--- src/rtl/mem_port_arbiter_if.sv ---
// Bundle of the fetch, data, memory and status signals around the memory port
// arbiter. The arbiter connects through the slave modport; the requesters and
// the memory connect through the master modport.
interface mem_port_arbiter_if;
  // Instruction-fetch requester
  logic        if_valid;
  logic [31:0] if_addr;
  logic        if_ready;
  logic        if_rvalid;
  logic [31:0] if_rdata;
  // Data load/store requester
  logic        d_valid;
  logic        d_we;
  logic [31:0] d_addr;
  logic [31:0] d_wdata;
  logic [1:0]  d_strobe;
  logic        d_ready;
  logic        d_rvalid;
  logic [31:0] d_rdata;
  // Shared memory port
  logic        m_req;
  logic        m_we;
  logic [31:0] m_addr;
  logic [31:0] m_wdata;
  logic [1:0]  m_strobe;
  logic        m_ack;
  logic [31:0] m_rdata;
  // Status
  logic        err;
  logic        busy;

  modport slave (
    input  if_valid, if_addr, d_valid, d_we, d_addr, d_wdata, d_strobe,
           m_ack, m_rdata,
    output if_ready, if_rvalid, if_rdata, d_ready, d_rvalid, d_rdata,
           m_req, m_we, m_addr, m_wdata, m_strobe, err, busy
  );

  modport master (
    output if_valid, if_addr, d_valid, d_we, d_addr, d_wdata, d_strobe,
           m_ack, m_rdata,
    input  if_ready, if_rvalid, if_rdata, d_ready, d_rvalid, d_rdata,
           m_req, m_we, m_addr, m_wdata, m_strobe, err, busy
  );
endinterface

--- src/rtl/mem_port_arbiter.sv ---
// Shares one single-ported, variable-latency memory between instruction fetch
// and data load/store. Data wins over fetch unless fetch has waited through
// STARVE_LIMIT consecutive data grants. One access is outstanding at a time;
// an access that sees no m_ack for TIMEOUT cycles is aborted with err.
module mem_port_arbiter #(
  parameter int TIMEOUT      = 16,  // 2..255
  parameter int STARVE_LIMIT = 4
) (
  input  logic clk,
  input  logic rst,                 // asynchronous, active-low
  mem_port_arbiter_if.slave bus
);

  typedef enum logic [1:0] {IDLE, BUSY_I, BUSY_D} state_e;

  localparam int              SW         = $clog2(STARVE_LIMIT + 1);
  localparam logic [SW-1:0]   STARVE_MAX = SW'(STARVE_LIMIT);
  localparam logic [7:0]      TMO_LAST   = 8'(TIMEOUT - 1);

  state_e        state_q;
  logic [7:0]    tmo_q;
  logic [SW-1:0] starve_q;

  logic          m_req_q, m_we_q;
  logic [31:0]   m_addr_q, m_wdata_q;
  logic [1:0]    m_strobe_q;
  logic          if_rvalid_q, d_rvalid_q, err_q;
  logic [31:0]   if_rdata_q, d_rdata_q;

  logic          starve_hit;
  logic          if_ready_c, d_ready_c;
  logic          if_acc, d_acc;

  assign starve_hit = (starve_q == STARVE_MAX);
  assign if_acc     = bus.if_valid & if_ready_c;
  assign d_acc      = bus.d_valid & d_ready_c;

  // Grant decision: only in IDLE, data first unless fetch is being starved.
  always_comb begin
    // NOTE: every signal written here gets a default first so no path infers a latch.
    if_ready_c = 1'b0;
    d_ready_c  = 1'b0;
    if (state_q == IDLE) begin
      d_ready_c  = bus.d_valid & ~(starve_hit & bus.if_valid);
      if_ready_c = bus.if_valid & (~bus.d_valid | starve_hit);
    end
  end

  // Access sequencer: accept, hold the memory request, complete or abort.
  always_ff @(posedge clk or negedge rst) begin
    if (!rst) begin
      state_q     <= IDLE;
      tmo_q       <= '0;
      starve_q    <= '0;
      m_req_q     <= 1'b0;
      m_we_q      <= 1'b0;
      m_addr_q    <= '0;
      m_wdata_q   <= '0;
      m_strobe_q  <= '0;
      if_rvalid_q <= 1'b0;
      d_rvalid_q  <= 1'b0;
      if_rdata_q  <= '0;
      d_rdata_q   <= '0;
      err_q       <= 1'b0;
    end else begin
      // NOTE: non-blocking assignments so every register samples pre-edge values.
      if_rvalid_q <= 1'b0;
      d_rvalid_q  <= 1'b0;
      err_q       <= 1'b0;

      // Count data grants that fetch has had to sit through.
      if (!bus.if_valid || if_acc)
        starve_q <= '0;
      else if (d_acc && !starve_hit)
        starve_q <= starve_q + 1'b1;

      case (state_q)
        IDLE: begin
          if (if_acc) begin
            m_addr_q   <= bus.if_addr;
            m_we_q     <= 1'b0;
            m_wdata_q  <= '0;
            m_strobe_q <= 2'b10;
            m_req_q    <= 1'b1;
            tmo_q      <= '0;
            state_q    <= BUSY_I;
          end else if (d_acc) begin
            m_addr_q   <= bus.d_addr;
            m_we_q     <= bus.d_we;
            m_wdata_q  <= bus.d_wdata;
            // 11 is a word access, presented to memory as 10.
            m_strobe_q <= (bus.d_strobe == 2'b11) ? 2'b10 : bus.d_strobe;
            m_req_q    <= 1'b1;
            tmo_q      <= '0;
            state_q    <= BUSY_D;
          end
        end
        BUSY_I, BUSY_D: begin
          if (bus.m_ack) begin
            // A late ack still beats the abort in the same cycle.
            m_req_q <= 1'b0;
            state_q <= IDLE;
            if (state_q == BUSY_I) begin
              if_rvalid_q <= 1'b1;
              if_rdata_q  <= bus.m_rdata;
            end else begin
              d_rvalid_q <= 1'b1;
              d_rdata_q  <= m_we_q ? 32'h0 : bus.m_rdata;
            end
          end else if (tmo_q == TMO_LAST) begin
            m_req_q <= 1'b0;
            state_q <= IDLE;
            err_q   <= 1'b1;
            if (state_q == BUSY_I) begin
              if_rvalid_q <= 1'b1;
              if_rdata_q  <= '0;
            end else begin
              d_rvalid_q <= 1'b1;
              d_rdata_q  <= '0;
            end
          end else begin
            tmo_q <= tmo_q + 8'd1;
          end
        end
        default: state_q <= IDLE;
      endcase
    end
  end

  assign bus.if_ready  = if_ready_c;
  assign bus.d_ready   = d_ready_c;
  assign bus.m_req     = m_req_q;
  assign bus.m_we      = m_we_q;
  assign bus.m_addr    = m_addr_q;
  assign bus.m_wdata   = m_wdata_q;
  assign bus.m_strobe  = m_strobe_q;
  assign bus.if_rvalid = if_rvalid_q;
  assign bus.if_rdata  = if_rdata_q;
  assign bus.d_rvalid  = d_rvalid_q;
  assign bus.d_rdata   = d_rdata_q;
  assign bus.err       = err_q;
  assign bus.busy      = (state_q != IDLE);

endmodule

--- src/flat_wrapper.sv ---
// flat-port wrapper written by rule: the top's interface ports become plain ports
module mem_port_arbiter_flat 
#(
  parameter int TIMEOUT      = 16,           
  parameter int STARVE_LIMIT = 4
)
  (clk, rst, bus_if_valid, bus_if_addr, bus_d_valid, bus_d_we, bus_d_addr, bus_d_wdata, bus_d_strobe, bus_m_ack, bus_m_rdata, bus_if_ready, bus_if_rvalid, bus_if_rdata, bus_d_ready, bus_d_rvalid, bus_d_rdata, bus_m_req, bus_m_we, bus_m_addr, bus_m_wdata, bus_m_strobe, bus_err, bus_busy);
  mem_port_arbiter_if bus_i ();
  input  logic clk;
  input  logic rst;
  input wire logic [$bits(bus_i.if_valid)-1:0] bus_if_valid;
  input wire logic [$bits(bus_i.if_addr)-1:0] bus_if_addr;
  input wire logic [$bits(bus_i.d_valid)-1:0] bus_d_valid;
  input wire logic [$bits(bus_i.d_we)-1:0] bus_d_we;
  input wire logic [$bits(bus_i.d_addr)-1:0] bus_d_addr;
  input wire logic [$bits(bus_i.d_wdata)-1:0] bus_d_wdata;
  input wire logic [$bits(bus_i.d_strobe)-1:0] bus_d_strobe;
  input wire logic [$bits(bus_i.m_ack)-1:0] bus_m_ack;
  input wire logic [$bits(bus_i.m_rdata)-1:0] bus_m_rdata;
  output wire logic [$bits(bus_i.if_ready)-1:0] bus_if_ready;
  output wire logic [$bits(bus_i.if_rvalid)-1:0] bus_if_rvalid;
  output wire logic [$bits(bus_i.if_rdata)-1:0] bus_if_rdata;
  output wire logic [$bits(bus_i.d_ready)-1:0] bus_d_ready;
  output wire logic [$bits(bus_i.d_rvalid)-1:0] bus_d_rvalid;
  output wire logic [$bits(bus_i.d_rdata)-1:0] bus_d_rdata;
  output wire logic [$bits(bus_i.m_req)-1:0] bus_m_req;
  output wire logic [$bits(bus_i.m_we)-1:0] bus_m_we;
  output wire logic [$bits(bus_i.m_addr)-1:0] bus_m_addr;
  output wire logic [$bits(bus_i.m_wdata)-1:0] bus_m_wdata;
  output wire logic [$bits(bus_i.m_strobe)-1:0] bus_m_strobe;
  output wire logic [$bits(bus_i.err)-1:0] bus_err;
  output wire logic [$bits(bus_i.busy)-1:0] bus_busy;
  assign bus_i.if_valid = bus_if_valid;
  assign bus_i.if_addr = bus_if_addr;
  assign bus_i.d_valid = bus_d_valid;
  assign bus_i.d_we = bus_d_we;
  assign bus_i.d_addr = bus_d_addr;
  assign bus_i.d_wdata = bus_d_wdata;
  assign bus_i.d_strobe = bus_d_strobe;
  assign bus_i.m_ack = bus_m_ack;
  assign bus_i.m_rdata = bus_m_rdata;
  assign bus_if_ready = bus_i.if_ready;
  assign bus_if_rvalid = bus_i.if_rvalid;
  assign bus_if_rdata = bus_i.if_rdata;
  assign bus_d_ready = bus_i.d_ready;
  assign bus_d_rvalid = bus_i.d_rvalid;
  assign bus_d_rdata = bus_i.d_rdata;
  assign bus_m_req = bus_i.m_req;
  assign bus_m_we = bus_i.m_we;
  assign bus_m_addr = bus_i.m_addr;
  assign bus_m_wdata = bus_i.m_wdata;
  assign bus_m_strobe = bus_i.m_strobe;
  assign bus_err = bus_i.err;
  assign bus_busy = bus_i.busy;
  mem_port_arbiter #(.TIMEOUT(TIMEOUT), .STARVE_LIMIT(STARVE_LIMIT)) u_core (.clk(clk), .rst(rst), .bus(bus_i));
endmodule
--- config.mk ---
export PLATFORM = sky130hd
export DESIGN_NAME = mem_port_arbiter_flat
export DESIGN_NICKNAME = d
export VERILOG_FILES = /design/src/rtl/mem_port_arbiter_if.sv /design/src/rtl/mem_port_arbiter.sv /design/src/flat_wrapper.sv
export SDC_FILE = /design/constraint.sdc
export NUM_CORES = 1
export LEC_CHECK = 0
export CORE_MARGIN = 2
export CORE_UTILIZATION = 38
export CTS_CLUSTER_DIAMETER = 60
export DETAILED_ROUTE_END_ITERATION = 12
export GPL_TIMING_DRIVEN = 0
export PLACE_DENSITY = 0.77
export SYNTH_ARGS = -nofsm -noshare
export SYNTH_HDL_FRONTEND = slang
export SYNTH_SLANG_ARGS = --single-unit
--- constraint.sdc ---
create_clock -name clk -period 2.3 [get_ports clk]
set_input_delay 0.69 -clock clk [delete_from_list [all_inputs] [get_ports clk]]
set_output_delay 0.69 -clock clk [all_outputs]
set_load 0.005 [all_outputs]
-- After elaboration in Yosys (flattened, before gate mapping)
Index checks and enable logic that the tools add are counted.
- flip-flop bits (word level): 148
- ROM bits: 0
- latch bits: 0
- logic and storage cells: 98
- output and inout bits: 138
- RAM bits: 0
- input bits: 136
- memories kept: 0
- multiply operators: 0
- reductions and logical operators: 17
- equality and inequality tests: 9
- order comparisons: 0
- bitwise operators: 9
- $add $sub $neg: 2
- multiplexer cells: 48
- divide/modulo/power cells: 0
- shifts and indexed selects: 0
- operator list (operator ; number):
    32-bit two-way mux ; 13
    8-bit two-way mux ; 4
    1-bit two-way mux ; 19
    8-bit case mux with 2 select lines ; 1
    2-bit two-way mux ; 7
    2-bit nonzero test ; 5
    3-bit AND reduction ; 3
    8-bit by 1-bit adder with 8-bit output (second input constant) ; 1
    8-bit by 4-bit equality test with 1-bit output (second input constant) ; 1
    3-bit two-way mux ; 2
    1-bit bitwise AND ; 5
    2-bit equality test (second input constant) ; 2
    2-bit != test (second input constant) ; 2
    2-bit case mux with 2 select lines ; 1
    2-bit AND reduction ; 2
    4-bit AND reduction ; 1
    3-bit by 1-bit adder with 3-bit output (second input constant) ; 1
    3-bit equality test (second input constant) ; 1
    3-bit by 1-bit != test with 1-bit output (second input constant) ; 1
    3-bit by 2-bit != test with 1-bit output (second input constant) ; 1
    1-bit inverter ; 3
    2-bit by 1-bit equality test with 1-bit output (second input constant) ; 1
    1-bit zero test ; 2
    2-bit zero test ; 1
    other kinds (5) ; 5

-- Depth between registers and ports, before layout
- depth in word-level cells: 9
- mapped depth: 9
- gate-level depth less buffers: 6

-- Least setup slack after synthesis
OpenSTA, ideal clock, no wires.
- path type: input-to-output
- from: input bus_if_valid
- to: output bus_if_ready
- stages on the path: 5
- buffers on the path: 3
- path slack: 0.014 ns
- arrival time: 1.596 ns
- data required time: 1.610 ns
- path through: buf_2 nand2_1 nor2_1 clkbuf_1 clkbuf_1
- word-level cells in the longest chain between the ends: 2
- ends and longest elaborated chain (what ; line ; text):
    start, declared ; flat_wrapper.sv:11 ; input wire logic [$bits(bus_i.if_valid)-1:0] bus_if_valid;
    1-bit bitwise AND ; mem_port_arbiter.sv:45 ; if_ready_c = bus.if_valid & (~bus.d_valid | starve_hit);
    1-bit two-way mux ; mem_port_arbiter.sv:43 ; if (state_q == IDLE) begin
    end, declared ; flat_wrapper.sv:20 ; output wire logic [$bits(bus_i.if_ready)-1:0] bus_if_ready;
No other way between the ends.

-- Worst setup path after layout
- from: register u_core.state_q[0]
- to: output bus_d_ready
- word-level cells in the longest chain between the ends: 2
- ends and longest elaborated chain (what ; line ; text):
    start, declared ; mem_port_arbiter.sv:20 ; state_e state_q;
    start signal, assigned ; mem_port_arbiter.sv:52 ; state_q <= IDLE;
    start signal, assigned ; mem_port_arbiter.sv:86 ; state_q <= BUSY_I;
    start signal, assigned ; mem_port_arbiter.sv:95 ; state_q <= BUSY_D;
    2-bit zero test ; mem_port_arbiter.sv:43 ;
    1-bit two-way mux ; mem_port_arbiter.sv:43 ;
    end, declared ; flat_wrapper.sv:23 ; output wire logic [$bits(bus_i.d_ready)-1:0] bus_d_ready;
No other way between the ends.

==> impl_metrics.env <==
export IMPL_holdBufCountCts=0
export IMPL_synth_seq_cells=148
export IMPL_grt_max_degree=99
export IMPL_grt_pass1_vias=5687
export IMPL_worstPathCellList="inv_2 > ha_4 > nand2_4 > a31oi_4 > clkbuf_8 > buf_6"
export IMPL_grt_total_usage=0.2246
export IMPL_drtAntennaViolNets=0
export IMPL_clock_tree_root_cell="clkbuf_16"
export IMPL_combPwrFrac=0.450
export IMPL_htreeDepth=4
export IMPL_syn_inst=471
export IMPL_r2r_end="u_core.bus.m_addr[4]$_DFFE_PN0P_"
export IMPL_worst_ep_arrival_time_ns=1.56
export IMPL_r2r_cells=13
export IMPL_crit_required_ns=1.61
export IMPL_ff_latch_area_sq_um=3704
export IMPL_antenna_found_initial=0
export IMPL_drt_initial_drc_count=242
export IMPL_synth_nets=613
export IMPL_clock_latency_ns=0.42
export IMPL_max_clock_freq_mhz=443.5
export IMPL_io_pins=274
export IMPL_fin_crit_sh=0.9803
export IMPL_worst_path_buf_inv=3
export IMPL_layout_commonest_cell="clkdlybuf4s50_1"
export IMPL_ys_warn_count=0
export IMPL_drv_slew=0
export IMPL_n_fill_cell=1156
export IMPL_ir_worst_vdd_mv=0.6695
export IMPL_clkPwrFrac=0.207
export IMPL_vias=5229
export IMPL_p_switching_mw=4.167
export IMPL_finalWirelength_microns=18630
export IMPL_avgRoutedWirePerCell_microns=18.20
export IMPL_post_place_ws_ns=-1.758
export IMPL_die_h_microns=129.3
export IMPL_clockBufferDepth=2
export IMPL_synth_cell_type_count=35
export IMPL_p_int_mw=8.650
export IMPL_rows=45
export IMPL_fin_tns_setup_ns=0
export IMPL_drv_cap=0
export IMPL_power_density_nw_per_um2=1290
export IMPL_slew_headroom=0.5876
export IMPL_status="completed"
export IMPL_start_util=0.3908
export IMPL_r2r_start="u_core.starve_q[0]$_DFFE_PN0P_"
export IMPL_grt_overflow_total=0
export IMPL_mostFrequentLayoutCells="267 x clkdlybuf4s50_1, 148 x dfrtp_1, 99 x a22o_1"
export IMPL_power_frac_seq=0.343
export IMPL_grt_pass1_wl_microns=29240
export IMPL_r2r_slack_ns=0.11
export IMPL_clkTransAtPathRegs_ns=0.07
export IMPL_cts_tree="built"
export IMPL_multiInputGateArea_sq_um=2138
export IMPL_area_delta_synth_final_pct=66.58
export IMPL_crit_type="register to output port"
export IMPL_drc_errors=0
export IMPL_crit_family="flip-flops"
export IMPL_routabilityCongestion=0.8224
export IMPL_vias_per_cell=5.106
export IMPL_antenna_cells=0
export IMPL_cellLeakagePower_nw=4.352
export IMPL_cts_buffers_inserted=17
export IMPL_min_path_type="input pin to async pin"
export IMPL_hold_viol_final=0
export IMPL_cp_end_kind="output port"
export IMPL_yosysSeqAreaShare=0.6211
export IMPL_switching_share=0.3251
export IMPL_drive_gt1_frac=0.1402
export IMPL_dr_pass1_iters=4
export IMPL_fp_dieW_microns=129.3
export IMPL_finClkSkew_ns=0.009758
export IMPL_period_needed_ns=2.255
export IMPL_cpPeakStageDelay_ns=0.40
export IMPL_numClockSinks=148
export IMPL_synth_area_per_cell_sq_um=12.66
export IMPL_synth_area_sq_um=5963
export IMPL_fin_nets=942
export IMPL_setup_viol=0
export IMPL_setup_ws_ns=0.04528
export IMPL_cp_slowest_cell="dfrtp_1"
export IMPL_port_buffers=272
export IMPL_core_sq_um=15260
export IMPL_die_area_sq_um=16710
export IMPL_max_slew_worst_pin_slew_ns=0.6145
export IMPL_cp_max_fo=4
export IMPL_dp_hpwl_microns=13170
export IMPL_startpoint_type="register"
[synthesized netlist by cell type]
| library cell | number | area (sq um) |
|---|---|---|
| dfrtp_1 | 148 | 3704 |
| a22o_1 | 99 | 867.1 |
| o21ai_0 | 44 | 220.2 |
| nand2_1 | 43 | 161.4 |
| mux2i_1 | 31 | 310.3 |
| clkbuf_1 | 21 | 78.83 |
| buf_2 | 10 | 50.05 |
| inv_1 | 8 | 30.03 |
| nand2b_1 | 8 | 50.05 |
| nand3_1 | 7 | 35.03 |
| and3_1 | 6 | 37.54 |
| ha_1 | 6 | 75.07 |
| nor2_1 | 5 | 18.77 |
| buf_4 | 3 | 22.52 |
| nand3b_1 | 3 | 22.52 |
| nor3_1 | 3 | 15.01 |
| a21boi_0 | 2 | 15.01 |
| a21o_1 | 2 | 15.01 |
| a21oi_1 | 2 | 10.01 |
| buf_6 | 2 | 22.52 |
| nor3b_1 | 2 | 15.01 |
| o221ai_1 | 2 | 17.52 |
| o311ai_4 | 2 | 52.55 |
| a211o_4 | 1 | 17.52 |
| a21boi_2 | 1 | 11.26 |
| a22oi_1 | 1 | 7.510 |
| a31oi_1 | 1 | 6.260 |
| a32o_1 | 1 | 10.01 |
| and2_1 | 1 | 6.260 |
| nor3b_4 | 1 | 18.77 |
| nor4_2 | 1 | 12.51 |
| o21ai_1 | 1 | 5.000 |
| o32ai_1 | 1 | 8.760 |
| or2_1 | 1 | 6.260 |
| or4_1 | 1 | 7.510 |
[timing repair]
item                       CTS  global route
setup endpoints to repair   65            39
buffers inserted            35             7
resized for setup           46            14
pin swaps                    3             4
[worst register-to-register path, cell delays in order (launching register included)]
cell and delay, ns:
dfrtp_1 0.36, inv_2 0.07, ha_4 0.16, a21boi_4 0.17, nor2_4 0.07, buf_4 0.13
buf_4 0.12, buf_4 0.12, buf_4 0.12, buf_4 0.12, buf_4 0.12, buf_4 0.13
clkbuf_2 0.20, o21ai_0 0.21
[worst max path at each step]
stage / endpoint / cells after the start / slack (ns) / from
global placement: u_core.bus.m_addr[7]$_DFFE_PN0P_ / 1 / -5.08 / rst
CTS: bus_if_ready / 8 / -0.05 / u_core.state_q[1]$_DFFE_PN0P_
global route: bus_d_ready / 6 / -0.02 / u_core.state_q[0]$_DFFE_PN0P_
detailed placement: bus_if_ready / 6 / -1.76 / bus_d_valid
finish: bus_d_ready / 6 / 0.05 / u_core.state_q[0]$_DFFE_PN0P_
floorplan: bus_if_ready / 5 / 0.01 / bus_if_valid
[cell type report]
cell class | count | share of cell area
flip-flops and latches | 148 | 0.3728
repair buffers | 312 | 0.3071
multi-input cells | 279 | 0.2153
clock buffers | 17 | 0.04283
well taps | 211 | 0.02658
plain buffers | 34 | 0.01839
clock inverters | 15 | 0.01398
inverters | 8 | 0.003023
[stage by stage]
stage	hold WS, ns	instances	utilization	area, sq um	power, mW
floorplan	0.3944	471	-	5963	6.615
global placement	0.4642	954	0.5866	8950	9.553
detailed placement	0.4662	955	0.5884	8979	9.718
CTS	0.2018	1021	0.6508	9930	12.84
global route	0.2260	1024	0.6510	9933	13.62
finish	0.1961	1024	0.6510	9933	12.82
[routing by layer]
metal / track usage / vias up / share of wire
met5: 0 / - / 0
met1: 0.2556 / 2564 / 0.40
met4: 0.08248 / 0 / 0.020
met2: 0.3842 / 230 / 0.49
li1: - / 2400 / -
met3: 0.08753 / 35 / 0.095
[power by group through the flow]
| stage | sequential, mW | combinational (mW) | clock (mW) |
|---|---|---|---|
| after floorplan | 4.41 | 2.21 | 0 |
| after global placement | 4.36 | 5.19 | 0 |
| after detailed placement | 4.39 | 5.32 | 0 |
| after CTS | 4.39 | 5.76 | 2.70 |
| after global routing | 4.53 | 6.26 | 2.83 |
| final | 4.40 | 5.76 | 2.66 |
[registers in the layout, summed over array words and instances (netlist names), 2 cells and up]
signal / flops
u_core.bus.if_rdata: 32
u_core.bus.d_rdata: 32
u_core.bus.m_wdata: 32
u_core.bus.m_strobe: 2
u_core.starve_q: 3
u_core.state_q: 2
u_core.tmo_q: 8
u_core.bus.m_addr: 32
[kinds of logic (layout without fill, tap and decap cells)]
family	Yosys count	count (layout)	share of synthesized area
mux	31	31	0.05204
fa+ha+maj	6	6	0.01259
simple gates	82	82	0.06819
buf+inv	44	386	0.03420
flops	148	148	0.6211
compound gates	160	160	0.2119
Note: power is estimated with default switching activity, not from simulation.
